`src/rtl/wb_port_arbiter_pkg.sv`:
```
// Shared types and widths for the register-file write-port arbiter.
package wb_port_arbiter_pkg;

    localparam int XLEN       = 32;
    localparam int REG_ADDR_W = 5;

    // Which source owns the register-file write port this cycle.
    typedef enum logic [1:0] {
        SRC_NONE,
        SRC_PIPE,
        SRC_LOAD
    } wb_src_e;

    // NORMAL: pipeline has priority. DRAIN: queued load returns are forced out.
    typedef enum logic {
        ARB_NORMAL,
        ARB_DRAIN
    } arb_state_e;

endpackage

```
`src/rtl/wb_port_arbiter_if.sv`:
```
// Bus bundle between MEM/WB, the data-memory return path and the register file.
interface wb_port_arbiter_if;
    import wb_port_arbiter_pkg::*;

    logic                  ld_issue;
    logic [REG_ADDR_W-1:0] ld_issue_rd;
    logic                  ld_valid;
    logic [REG_ADDR_W-1:0] ld_rd;
    logic [XLEN-1:0]       ld_data;
    logic                  ld_ready;
    logic                  wb_valid;
    logic [REG_ADDR_W-1:0] wb_rd;
    logic [XLEN-1:0]       wb_data;
    logic [REG_ADDR_W-1:0] rs1;
    logic [REG_ADDR_W-1:0] rs2;
    logic                  wb_stall;
    logic                  raw_stall;
    logic                  rf_we;
    logic [REG_ADDR_W-1:0] rf_rd;
    logic [XLEN-1:0]       rf_wdata;

    // Arbiter side.
    modport slave (
        input  ld_issue, ld_issue_rd, ld_valid, ld_rd, ld_data,
        input  wb_valid, wb_rd, wb_data, rs1, rs2,
        output ld_ready, wb_stall, raw_stall, rf_we, rf_rd, rf_wdata
    );

    // Pipeline / bus / register-file side.
    modport master (
        output ld_issue, ld_issue_rd, ld_valid, ld_rd, ld_data,
        output wb_valid, wb_rd, wb_data, rs1, rs2,
        input  ld_ready, wb_stall, raw_stall, rf_we, rf_rd, rf_wdata
    );

endinterface

```
`src/rtl/wb_port_arbiter_ret_fifo.sv`:
```
// Small {rd,data} FIFO holding load returns that lost the write port.
// Head is read combinationally so it can be written and popped in one cycle.
module wb_ret_fifo
    import wb_port_arbiter_pkg::*;
#(
    parameter int DEPTH = 2
) (
    input  logic                    clk,
    input  logic                    rst,
    input  logic                    i_push,
    input  logic                    i_pop,
    input  logic [REG_ADDR_W-1:0]   i_rd,
    input  logic [XLEN-1:0]         i_data,
    output logic [REG_ADDR_W-1:0]   o_head_rd,
    output logic [XLEN-1:0]         o_head_data,
    output logic                    o_full,
    output logic                    o_empty,
    output logic [$clog2(DEPTH):0]  o_count
);
    localparam int PW = $clog2(DEPTH);

    logic [REG_ADDR_W+XLEN-1:0] r_mem [DEPTH];
    logic [PW-1:0]              r_wr_ptr;
    logic [PW-1:0]              r_rd_ptr;
    logic [PW:0]                r_count;

    // Entry storage; contents need no reset since count gates visibility.
    always_ff @(posedge clk) begin
        if (i_push) begin
            r_mem[r_wr_ptr] <= {i_rd, i_data};
        end
    end

    // Pointers and occupancy; pointers wrap naturally as DEPTH is a power of 2.
    always_ff @(posedge clk or negedge rst) begin
        if (!rst) begin
            r_wr_ptr <= '0;
            r_rd_ptr <= '0;
            r_count  <= '0;
        end else begin
            if (i_push) r_wr_ptr <= PW'(r_wr_ptr + 1'b1);
            if (i_pop)  r_rd_ptr <= PW'(r_rd_ptr + 1'b1);
            case ({i_push, i_pop})
                2'b10:   r_count <= (PW+1)'(r_count + 1'b1);
                2'b01:   r_count <= (PW+1)'(r_count - 1'b1);
                default: r_count <= r_count;
            endcase
        end
    end

    assign {o_head_rd, o_head_data} = r_mem[r_rd_ptr];
    assign o_empty = (r_count == '0);
    assign o_full  = (r_count == (PW+1)'(DEPTH));
    assign o_count = r_count;

endmodule

```
`src/rtl/wb_port_arbiter.sv`:
```
// Register-file write-port arbiter: pipeline writeback vs. late load returns,
// with a pending-load scoreboard, WAW/RAW stalls and a starvation-driven drain mode.
module wb_port_arbiter
    import wb_port_arbiter_pkg::*;
#(
    parameter int DEPTH    = 2,
    parameter int MAX_WAIT = 4
) (
    input  logic               clk,
    input  logic               rst,
    wb_port_arbiter_if.slave   bus
);
    localparam int CW = $clog2(DEPTH) + 1;
    localparam int WW = $clog2(MAX_WAIT + 1);

    logic [REG_ADDR_W-1:0] w_head_rd;
    logic [XLEN-1:0]       w_head_data;
    logic                  w_fifo_full;
    logic                  w_fifo_empty;
    logic [CW-1:0]         w_fifo_count;
    logic                  w_push;
    logic                  w_pop;
    logic                  w_ld_cand;
    logic [REG_ADDR_W-1:0] w_ld_rd;
    logic [XLEN-1:0]       w_ld_data;
    logic                  w_waw;
    wb_src_e               w_grant;
    logic                  r_sb [32];
    logic [WW-1:0]         r_wait;
    logic [WW-1:0]         w_wait_next;
    arb_state_e            r_state;
    arb_state_e            w_state_next;

    wb_ret_fifo #(.DEPTH(DEPTH)) u_ret_fifo (
        .clk         (clk),
        .rst         (rst),
        .i_push      (w_push),
        .i_pop       (w_pop),
        .i_rd        (bus.ld_rd),
        .i_data      (bus.ld_data),
        .o_head_rd   (w_head_rd),
        .o_head_data (w_head_data),
        .o_full      (w_fifo_full),
        .o_empty     (w_fifo_empty),
        .o_count     (w_fifo_count)
    );

    // Grant selection, FIFO control and port/stall outputs.
    always_comb begin
        w_ld_cand = !w_fifo_empty || bus.ld_valid;
        w_ld_rd   = w_fifo_empty ? bus.ld_rd   : w_head_rd;
        w_ld_data = w_fifo_empty ? bus.ld_data : w_head_data;
        w_waw     = bus.wb_valid && r_sb[bus.wb_rd] && (bus.wb_rd != '0);

        w_grant = SRC_NONE;
        if (r_state == ARB_NORMAL && bus.wb_valid && !w_waw) begin
            w_grant = SRC_PIPE;
        end else if (w_ld_cand) begin
            w_grant = SRC_LOAD;
        end

        // An empty FIFO with a granted return is a bypass: nothing is enqueued.
        w_pop  = (w_grant == SRC_LOAD) && !w_fifo_empty;
        w_push = bus.ld_valid && !w_fifo_full && !((w_grant == SRC_LOAD) && w_fifo_empty);

        bus.rf_we    = 1'b0;
        bus.rf_rd    = '0;
        bus.rf_wdata = '0;
        if (w_grant == SRC_PIPE && bus.wb_rd != '0) begin
            bus.rf_we    = 1'b1;
            bus.rf_rd    = bus.wb_rd;
            bus.rf_wdata = bus.wb_data;
        end else if (w_grant == SRC_LOAD && w_ld_rd != '0) begin
            bus.rf_we    = 1'b1;
            bus.rf_rd    = w_ld_rd;
            bus.rf_wdata = w_ld_data;
        end

        bus.ld_ready  = !w_fifo_full;
        bus.wb_stall  = bus.wb_valid && (w_waw || r_state == ARB_DRAIN);
        bus.raw_stall = ((bus.rs1 != '0) && r_sb[bus.rs1]) ||
                        ((bus.rs2 != '0) && r_sb[bus.rs2]);
    end

    // Pending-load scoreboard, one flop per register; a new issue beats a same-cycle write.
    for (genvar gi = 0; gi < 32; gi++) begin : g_sb
        logic w_set;
        logic w_clr;
        assign w_set = bus.ld_issue && (bus.ld_issue_rd == REG_ADDR_W'(gi)) && (gi != 0);
        assign w_clr = (w_grant == SRC_LOAD) && (w_ld_rd == REG_ADDR_W'(gi));
        always_ff @(posedge clk or negedge rst) begin
            if (!rst) begin
                r_sb[gi] <= 1'b0;
            end else if (w_set) begin
                r_sb[gi] <= 1'b1;
            end else if (w_clr) begin
                r_sb[gi] <= 1'b0;
            end
        end
    end

    // Starvation counter and NORMAL/DRAIN next state.
    always_comb begin
        w_wait_next  = r_wait;
        w_state_next = r_state;
        if (w_pop) begin
            w_wait_next = '0;
        end else if (!w_fifo_empty && w_grant != SRC_LOAD && r_wait != WW'(MAX_WAIT)) begin
            w_wait_next = WW'(r_wait + 1'b1);
        end
        case (r_state)
            ARB_NORMAL: begin
                if (w_wait_next == WW'(MAX_WAIT)) w_state_next = ARB_DRAIN;
            end
            ARB_DRAIN: begin
                if (w_pop && !w_push && w_fifo_count == CW'(1)) begin
                    w_state_next = ARB_NORMAL;
                    w_wait_next  = '0;
                end
            end
            default: w_state_next = ARB_NORMAL;
        endcase
    end

    // State and counter registers.
    always_ff @(posedge clk or negedge rst) begin
        if (!rst) begin
            r_state <= ARB_NORMAL;
            r_wait  <= '0;
        end else begin
            r_state <= w_state_next;
            r_wait  <= w_wait_next;
        end
    end

endmodule
```
`src/flat_wrapper.sv`:
```
// flat-port wrapper written by rule: the top's interface ports become plain ports
module wb_port_arbiter_flat import wb_port_arbiter_pkg::*;
#(
    parameter int DEPTH    = 2,
    parameter int MAX_WAIT = 4
)
  (clk, rst, bus_ld_issue, bus_ld_issue_rd, bus_ld_valid, bus_ld_rd, bus_ld_data, bus_wb_valid, bus_wb_rd, bus_wb_data, bus_rs1, bus_rs2, bus_ld_ready, bus_wb_stall, bus_raw_stall, bus_rf_we, bus_rf_rd, bus_rf_wdata);
  wb_port_arbiter_if bus_i ();
  input  logic clk;
  input  logic rst;
  input wire logic [$bits(bus_i.ld_issue)-1:0] bus_ld_issue;
  input wire logic [$bits(bus_i.ld_issue_rd)-1:0] bus_ld_issue_rd;
  input wire logic [$bits(bus_i.ld_valid)-1:0] bus_ld_valid;
  input wire logic [$bits(bus_i.ld_rd)-1:0] bus_ld_rd;
  input wire logic [$bits(bus_i.ld_data)-1:0] bus_ld_data;
  input wire logic [$bits(bus_i.wb_valid)-1:0] bus_wb_valid;
  input wire logic [$bits(bus_i.wb_rd)-1:0] bus_wb_rd;
  input wire logic [$bits(bus_i.wb_data)-1:0] bus_wb_data;
  input wire logic [$bits(bus_i.rs1)-1:0] bus_rs1;
  input wire logic [$bits(bus_i.rs2)-1:0] bus_rs2;
  output wire logic [$bits(bus_i.ld_ready)-1:0] bus_ld_ready;
  output wire logic [$bits(bus_i.wb_stall)-1:0] bus_wb_stall;
  output wire logic [$bits(bus_i.raw_stall)-1:0] bus_raw_stall;
  output wire logic [$bits(bus_i.rf_we)-1:0] bus_rf_we;
  output wire logic [$bits(bus_i.rf_rd)-1:0] bus_rf_rd;
  output wire logic [$bits(bus_i.rf_wdata)-1:0] bus_rf_wdata;
  assign bus_i.ld_issue = bus_ld_issue;
  assign bus_i.ld_issue_rd = bus_ld_issue_rd;
  assign bus_i.ld_valid = bus_ld_valid;
  assign bus_i.ld_rd = bus_ld_rd;
  assign bus_i.ld_data = bus_ld_data;
  assign bus_i.wb_valid = bus_wb_valid;
  assign bus_i.wb_rd = bus_wb_rd;
  assign bus_i.wb_data = bus_wb_data;
  assign bus_i.rs1 = bus_rs1;
  assign bus_i.rs2 = bus_rs2;
  assign bus_ld_ready = bus_i.ld_ready;
  assign bus_wb_stall = bus_i.wb_stall;
  assign bus_raw_stall = bus_i.raw_stall;
  assign bus_rf_we = bus_i.rf_we;
  assign bus_rf_rd = bus_i.rf_rd;
  assign bus_rf_wdata = bus_i.rf_wdata;
  wb_port_arbiter #(.DEPTH(DEPTH), .MAX_WAIT(MAX_WAIT)) u_core (.clk(clk), .rst(rst), .bus(bus_i));
endmodule
```
`config.mk`:
```
export PLATFORM = sky130hd
export DESIGN_NAME = wb_port_arbiter_flat
export DESIGN_NICKNAME = d
export VERILOG_FILES = /design/src/rtl/wb_port_arbiter_pkg.sv /design/src/rtl/wb_port_arbiter_if.sv /design/src/rtl/wb_port_arbiter_ret_fifo.sv /design/src/rtl/wb_port_arbiter.sv /design/src/flat_wrapper.sv
export SDC_FILE = /design/constraint.sdc
export NUM_CORES = 1
export LEC_CHECK = 0
export ABC_AREA = 0
export CORE_AREA = 4 4 119 121
export CTS_BUF_LIST = sky130_fd_sc_hd__clkbuf_8
export CTS_CLUSTER_DIAMETER = 40
export DETAILED_ROUTE_END_ITERATION = 16
export DIE_AREA = 0 0 123 125
export PLACE_DENSITY = 0.77
export SKIP_CTS_REPAIR_TIMING = 1
export SLEW_MARGIN = 30
export SYNTH_ARGS = -nofsm -noshare
export SYNTH_HDL_FRONTEND = slang
export SYNTH_SLANG_ARGS = --single-unit
```
`constraint.sdc`:
```
create_clock -name clk -period 7.44 [get_ports clk]
set_input_delay 0.744 -clock clk [delete_from_list [all_inputs] [get_ports clk]]
set_output_delay 0.744 -clock clk [all_outputs]
set_load 0.1 [all_outputs]
```
==> run metrics, run 1 <==
outcome=complete, no violations; Clock Pin Slew Worst Setup and Hold Paths=about 0.080 ns; syn_area_per_cell=12.1 um^2; Clock Tree Root=clkbuf_8; Max Freq=~170 MHz; I/O pins=135; Tcrit/Tclk final=about 77%; flop-to-flop setup slack=4.05 ns; Gate Count Post-Synth=536; setup violators final=0; post-synthesis cell type count=between 50 and 60; initial antenna violation count=0; Final ANT Viol Nets=0; Layout fillers=989; worst min path class=primary input to asynchronous set/reset pin; GR Overflow Total=0; CTS buffer count=17; post-synthesis simple-gate area fraction=9.68%; drt via density=~5.9; CP Launch Type=primary input; Chip Width=123 um; max-cap violation count=0; routed vias=4997; Final nets=764; Synth Area in Adders=1.16%; CTS tree=built; Final Max Slew Viols=0; vias in the first global route=5051; Yosys reg bits=113; final count of hold timing violations=0; die height=between 100 and 150 um; Synth Warn #=0; Clock Tree Buf Depth=2; WS Path Type=primary input to output port; largest family of logic cells by synthesized area=compound AO/OA/AOI/OAI gates; worst endpoint required time=6.70 ns; drt drc=0; dpl cell area=approximately 8000 um^2; largest net degree at the start of global routing=70; worst rel slew slack=about a third; Cell Area, Synth=6490 um^2; Slew @ Worst Pin=roughly 1 ns; final clock skew=between 0.015 and 0.02 ns; mux share of post-synthesis cell area=15.2%; die area=~15000 um^2; Iteration-0 DRC Markers=395; worst r2r dst=u_core.u_ret_fifo.r_mem[0][22]; Compound-Gate Fraction of Synth Area=between 10% and 20%; PortBufs=~130; Hold Worst Slack=around 0.3 ns; most frequent cells in the layout=clkdlybuf4s50_1, edfxtp_1, nand2_1, mux2i_1, nor2_1; asr flop ratio synth=34.5%; FF-to-FF Start=u_core.r_sb[22]; number of diodes=0; RSZ-0062 raised after global routing=no; Worst Reg-to-Reg Cells=7; total track usage=23.4%; finished layout cell area=8400 um^2; P&R area growth vs syn=29.6%; crit-path max FO=21; Starting Density=49.6%; number of flops mapped to enable cells by yosys=74; Slowest cell on crit path=clkdlybuf4s50_1; CTS Sinks=approximately 110; Setup crit end kind=output port; Worst EP arrival=5.02 ns; post-layout util=64.2%; Synth Net Count=between 600 and 700; most common cell after layout, fill and taps aside=clkdlybuf4s50_1; global-route wire length before repair=about 28 mm; Main synth FF type=edfxtp_1; crit-path cells=clkdlybuf4s50_1, mux4_1, mux2i_1, a32oi_1, nand3_1, nand3_4, nor2_4, buf_16, o2bb2ai_1, clkdlybuf4s50_1; max incr delay on CP=1.15 ns; most frequent CP cell=clkdlybuf4s50_1; 1st-pass router iterations=6; CTS HTree Levels=4; share of post-route cells with drive strength above 1=between 10% and 20%; post-route setup TNS=0 ns; wire per inst=20.6 um; Seq/Total Area, Yosys=49.3%; total wire length=roughly 18 mm; worst skew pair latency=between 0.4 and 0.5 ns; Post-Synth XOR/XNOR Area=0.540%; Rows=42; GPL Wtd Cong=0.900; Core Area=around 13000 um^2; min Tclk post-route=5.76 ns; hpwl dp=roughly 13 mm
-- area by class of cell --
type	count	area [um^2]	area share [%]
clock buffer	17	234	2.78
sequential	113	3200	38.1
multi-input combinational	353	2980	35.4
tap	176	220	2.62
clock inverter	15	183	2.17
timing repair buffer	140	1440	17.2
inverter	39	146	1.74
-- kinds of logic after synthesis --
logic type                 after synthesis
buffers and inverters                   70
adders and majority gates                6
and+or+nand+nor                        126
DFF                                    113
muxes                                   67
AOI/OAI and AO/OA                      150
xor gates and xnor gates                 4
-- flip-flops by register name (all words and copies together), names as in the netlist --
name	count
u_core.u_ret_fifo.r_mem	74
u_core.r_state	1
u_core.u_ret_fifo.r_rd_ptr	1
u_core.u_ret_fifo.r_wr_ptr	1
u_core.u_ret_fifo.o_count	2
u_core.r_sb	31
u_core.r_wait	3
-- routing by layer --
layer	wire length, um	global-route usage [%]	vias to the layer above	share of wire (%)
li1	-	-	2324	-
met5	0	0	-	0
met4	158	5.86	0	0.90
met2	8770	38.6	241	50
met1	7160	30.9	2419	41
met3	1440	5.96	13	8.2
-- synth_stat cells (12+ instances only) --
library cell,count,area [um^2]
mux4_2,24,541
inv_1,35,131
nand2_1,41,154
nor2_1,42,158
dfrtp_1,39,976
a21oi_1,39,195
o221ai_1,12,105
mux2i_1,41,410
clkbuf_1,13,48.8
o21ai_1,23,115
o2bb2ai_2,30,450
edfxtp_1,74,2220
-- metrics by stage --
step | cells | setup WS (ns)
floorplan | 536 | 2.57
global placement | 818 | 1.61
detailed placement | 821 | 1.70
CTS | 853 | 1.70
global route | 853 | 1.49
finish | 853 | 1.68
-- worst max-delay path by stage --
| stage | from | endpoint | slack, ns | cells after the start |
|---|---|---|---|---|
| after floorplan | bus_wb_rd[0] | bus_rf_rd[0] | 2.57 | 6 |
| after global placement | bus_wb_rd[0] | bus_rf_wdata[24] | 1.61 | 9 |
| after detailed placement | bus_wb_rd[0] | bus_rf_wdata[24] | 1.70 | 10 |
| after CTS | bus_wb_rd[0] | bus_rf_wdata[24] | 1.70 | 10 |
| after global routing | bus_wb_rd[0] | bus_rf_wdata[24] | 1.49 | 10 |
| final | bus_wb_rd[0] | bus_rf_wdata[24] | 1.68 | 10 |
-- worst max-delay path: cells and delay by family --
kind,cells,cell delay (ns)
AND/OR/NAND/NOR,3,0.87
multiplexers,2,0.82
buffers and inverters,3,2.28
AO/OA/AOI/OAI,2,0.29
Power of run 1 is not shown: default switching activity piles up to over one toggle a cycle in this logic, so the estimate is an artifact.
==> inputs of run 2 (changes only) <==
==> constraint.sdc (replaced) <==
create_clock -name clk -period 5.8 [get_ports clk]
set_input_delay 0.58 -clock clk [delete_from_list [all_inputs] [get_ports clk]]
set_output_delay 0.58 -clock clk [all_outputs]
set_load 0.1 [all_outputs]
==> run 2 against run 1 <==
  * Cell count increased by 0.23%
  * Cell area decreased by 2.1%
  * Non-clock buffer count increased by 2
  * Highest routed layer unchanged
  * Largest cell class unchanged
  * Register-to-register slack got worse by 1.4 ns
  * Worst hold slack got worse by 0.19 ns
  * Critical path depth decreased by 4
  * Clock skew decreased by 0.0044 ns
  * Die area unchanged
  * Sequential share of layout area increased by 0.82 points
==> run metrics, run 2 (synthesis gave the netlist of run 1 again) <==
outcome=complete, no violations; largest register by flop count=u_core.u_ret_fifo.r_mem; gr busiest metal=met2; final clock skew=0.0114 ns; biggest regs=u_core.u_ret_fifo.r_mem x74, u_core.r_sb x31, u_core.r_wait x3; post-route setup TNS=0 ns; largest net degree at the start of global routing=51; P&R area growth vs syn=26.8%; routed vias=4946; initial antenna violation count=0; setup violators final=0; dpl cell area=7840 um^2; Starting Density=about half; share of post-route cells with drive strength above 1=22.2%; vias in the first global route=about 5000; number of diodes=0; Global Route met2 Usage=37.2%; worst r2r dst=u_core.u_ret_fifo.r_mem[0][23]; most common cell after layout, fill and taps aside=clkdlybuf4s50_1; max-cap violation count=0; M3 GR Usage=between 5 and 6%; worst rel slew slack=34.7%; CP Launch Type=primary input; GPL Wtd Cong=0.941; GR Overflow Total=0; post-layout util=62.9%; drt via density=5.78; met1 usage=29.7%; PortBufs=approximately 130; finished layout cell area=8230 um^2; Clock Tree Buf Depth=2; total track usage=23.0%; RSZ-0062 raised after global routing=no; Chip Width=123 um; Final nets=766; hpwl dp=12.7 mm; Core Area=13100 um^2; CTS HTree Levels=4; die area=around 15000 um^2; die height=125 um; Final ANT Viol Nets=0; Max Freq=~220 MHz; total area of multi-input combinational cells=2980 um^2; worst skew pair latency=0.44 ns; worst min path class=primary input to asynchronous set/reset pin; WS Path Type=primary input to output port; Slew @ Worst Pin=0.977 ns; CTS tree=built; Rows=42; CTS Sinks=between 100 and 150; FF-to-FF Start=u_core.r_sb[30]; total wire length=between 15 and 20 mm; flop-to-flop setup slack=approximately 2.6 ns; Final Max Slew Viols=0; Worst EP arrival=3.88 ns; Clock Tree Root=clkbuf_8; Reg area=3200 um^2; Iteration-0 DRC Markers=427; most frequent cells in the layout=clkdlybuf4s50_1, edfxtp_1, buf_4; Clock Pin Slew Worst Setup and Hold Paths=0.07 ns; crit-path max FO=11; wire per inst=20.3 um; min Tclk post-route=between 4 and 5 ns; Setup crit end kind=output port; Tcrit/Tclk final=about three quarters; 1st-pass router iterations=5; final count of hold timing violations=0; global-route wire length before repair=around 27 mm; Layout fillers=1018; I/O pins=135; Worst Reg-to-Reg Cells=7; CTS buffer count=17; max FFs per register=74; drt drc=0; worst endpoint required time=roughly 5.2 ns
==> run 2: cell count changes in the layout (fill, tap and decap cells not counted), moves of 2 or more <==
cell             delta
buf_16              -3
buf_4              +43
clkdlybuf4s50_1    -38
clkinv_2            +6
inv_1               +2
inv_6               -5
==> run 2: stage by stage <==
step           instances  hold WS [ns]  setup WS (ns)
3_3_place_gp         823         0.473           1.38
2_1_floorplan        536         0.284           1.26
3_5_place_dp         823         0.489           1.31
4_1_cts              855         0.285           1.34
5_1_grt              855         0.129           1.15
6_report             855         0.113           1.34
==> run 2: worst max path at each step <==
stage | to | cells after the start | start | slack (ns)
3_5_place_dp | u_core.u_ret_fifo.r_mem[0][19] | 8 | bus_wb_rd[0] | 1.31
5_1_grt | bus_rf_wdata[31] | 8 | u_core.u_ret_fifo.r_rd_ptr | 1.15
2_1_floorplan | bus_rf_rd[0] | 6 | bus_wb_rd[0] | 1.26
3_3_place_gp | bus_wb_stall | 6 | bus_wb_rd[0] | 1.38
4_1_cts | bus_rf_rd[4] | 8 | bus_wb_rd[0] | 1.34
6_report | bus_wb_stall | 6 | bus_wb_rd[0] | 1.34
==> run 2: cell type report <==
class,instances,share of cell area [%]
well taps,176,2.68
flip-flops and latches,113,38.9
clock buffers,18,3.01
repair buffers,142,15.8
inverters,39,1.78
clock inverters,14,1.54
multi-input cells,353,36.3
==> run 2: critical path, cell delays in order <==
cell	delay [ns]
clkdlybuf4s50_1	0.84
mux4_2	0.59
o2111ai_2	0.21
nand3_1	0.19
a21boi_0	0.29
clkdlybuf4s50_1	1.19
==> run 2: routing by layer <==
metal / part of all wire (%) / vias up
li1: - / 2307
met1: 41 / 2365
met2: 48 / 235
met3: 7.6 / 39
met4: 2.8 / 0
met5: 0 / -
Power of run 2 is left out for the same reason.
==> inputs of run 3 (changes only) <==
==> constraint.sdc (replaced) <==
create_clock -name clk -period 4.28 [get_ports clk]
set_input_delay 0.428 -clock clk [delete_from_list [all_inputs] [get_ports clk]]
set_output_delay 0.428 -clock clk [all_outputs]
set_load 0.1 [all_outputs]
==> run 3 against run 2 <==
  * Routed wire length decreased by 0.15%
  * Cell count is 0.58% higher
  * Register-to-register slack worse by 1.2 ns
  * Setup slack worse by 1.1 ns
  * Clock-buffer cell count decreased by 1
  * Clock skew shrank 0.0017 ns
  * Non-clock buffer count up 5
  * Via count rose by 0.91%
  * Die area unchanged
  * Worst hold slack gained 0.39 ns
  * Utilization up 4.4 points
  * Critical endpoint is now bus_rf_wdata[27]
==> run metrics, run 3 (synthesis gave the netlist of run 1 again) <==
Slew @ Worst Pin=0.981 ns; Chip Width=123 um; RSZ-0062 raised after global routing=no; die area=15400 um^2; total track usage=23.1%; largest net degree at the start of global routing=52; number of diodes=0; hpwl dp=12.8 mm; Iteration-0 DRC Markers=473; worst rel slew slack=approximately 34%; worst skew pair latency=between 0.4 and 0.5 ns; share of post-route cells with drive strength above 1=between 20% and 30%; CTS HTree Levels=4; Worst EP arrival=3.57 ns; post-layout util=~67%; post-route setup TNS=0 ns; outcome=complete, no violations; most frequent cells in the layout=clkdlybuf4s50_1, edfxtp_1, nand2_1, mux2i_1, buf_12; CTS Sinks=113; Worst Reg-to-Reg Cells=8; FF-to-FF Start=u_core.r_sb[30]; flop-to-flop setup slack=1.36 ns; PortBufs=134; GR Overflow Total=0; max-cap violation count=0; P&R area growth vs syn=35.6%; max FFs per register=74; global-route wire length before repair=approximately 27 mm; Rows=42; Layout fillers=933; Max Freq=250 MHz; CTS buffer count=17; WS Path Type=flip-flop to output port; Hold Worst Slack=0.507 ns; Cells after DPL=827; Final ANT Viol Nets=0; worst endpoint required time=a little under 4 ns; final clock skew=a little under 0.01 ns; setup violators final=0; Worst Setup SP=u_core.u_ret_fifo.o_count[0]; largest register by flop count=u_core.u_ret_fifo.r_mem; Post-Layout Cell Count=860; Final Max Slew Viols=0; 1st-pass router iterations=5; Final nets=771; I/O pins=~140; biggest regs=u_core.u_ret_fifo.r_mem x74, u_core.r_sb x31, u_core.r_wait x3; drt via density=a little under 6; routed vias=4991; Clock Pin Slew Worst Setup and Hold Paths=around 0.07 ns; vias in the first global route=5123; initial antenna violation count=0; GPL Wtd Cong=0.954; Tcrit/Tclk final=93.5%; crit-path max FO=31; most common cell after layout, fill and taps aside=clkdlybuf4s50_1; Setup crit end kind=output port; wire per inst=just over 20 um; Clock Tree Buf Depth=2; worst min path class=primary input to asynchronous set/reset pin; final count of hold timing violations=0; die height=125 um; Starting Density=49.6%; worst r2r dst=u_core.u_ret_fifo.r_mem[1][8]; min Tclk post-route=~4.0 ns; drt drc=0; CTS tree=built; Clock Tree Root=clkbuf_8; CP Launch Type=flip-flop; total wire length=approximately 17 mm; Core Area=13100 um^2
-- run 3: worst max path at each step --
stage	to	slack, ns	depth (start not counted)
3_3_place_gp	bus_rf_wdata[26]	0.45	9
5_1_grt	bus_rf_wdata[27]	0.11	9
4_1_cts	bus_rf_wdata[27]	0.27	9
2_1_floorplan	bus_rf_rd[0]	0.04	6
3_5_place_dp	bus_rf_wdata[27]	0.36	9
6_report	bus_rf_wdata[27]	0.28	9
-- run 3: worst max-delay path, cell delays in order, from the launching register on --
cell	delay, ns
dfrtp_1	0.41
inv_1	0.10
ha_2	0.22
buf_4	0.31
o21ai_1	0.20
or2_0	0.48
o311ai_4	0.80
buf_4	0.34
o2bb2ai_2	0.10
buf_12	0.18
-- run 3: cell type report --
cell class              count  area [um^2]  area share [%]
inverters                  39          146            1.66
repair buffers            147         1850            21.1
multi-input cells         353         2980            33.8
flip-flops and latches    113         3200            36.4
well taps                 176          220            2.50
clock inverters            15          168            1.91
clock buffers              17          234            2.66
-- run 3: layer usage --
metal | up-vias | global-route usage [%] | part of all wire (%)
met3 | 31 | 6.05 | 8.6
met5 | - | 0 | 0
met4 | 0 | 7.62 | 2.0
li1 | 2312 | - | -
met1 | 2407 | 30.2 | 41
met2 | 241 | 37.4 | 49
-- run 3: through the flow --
step           setup WS (ns)  instance area (um^2)
6_report               0.278                  8800
5_1_grt                0.112                  8800
4_1_cts                0.266                  8780
3_5_place_dp           0.359                  8380
3_3_place_gp           0.452                  8380
2_1_floorplan         0.0418                  6490
Power of run 3 is left out for the same reason.
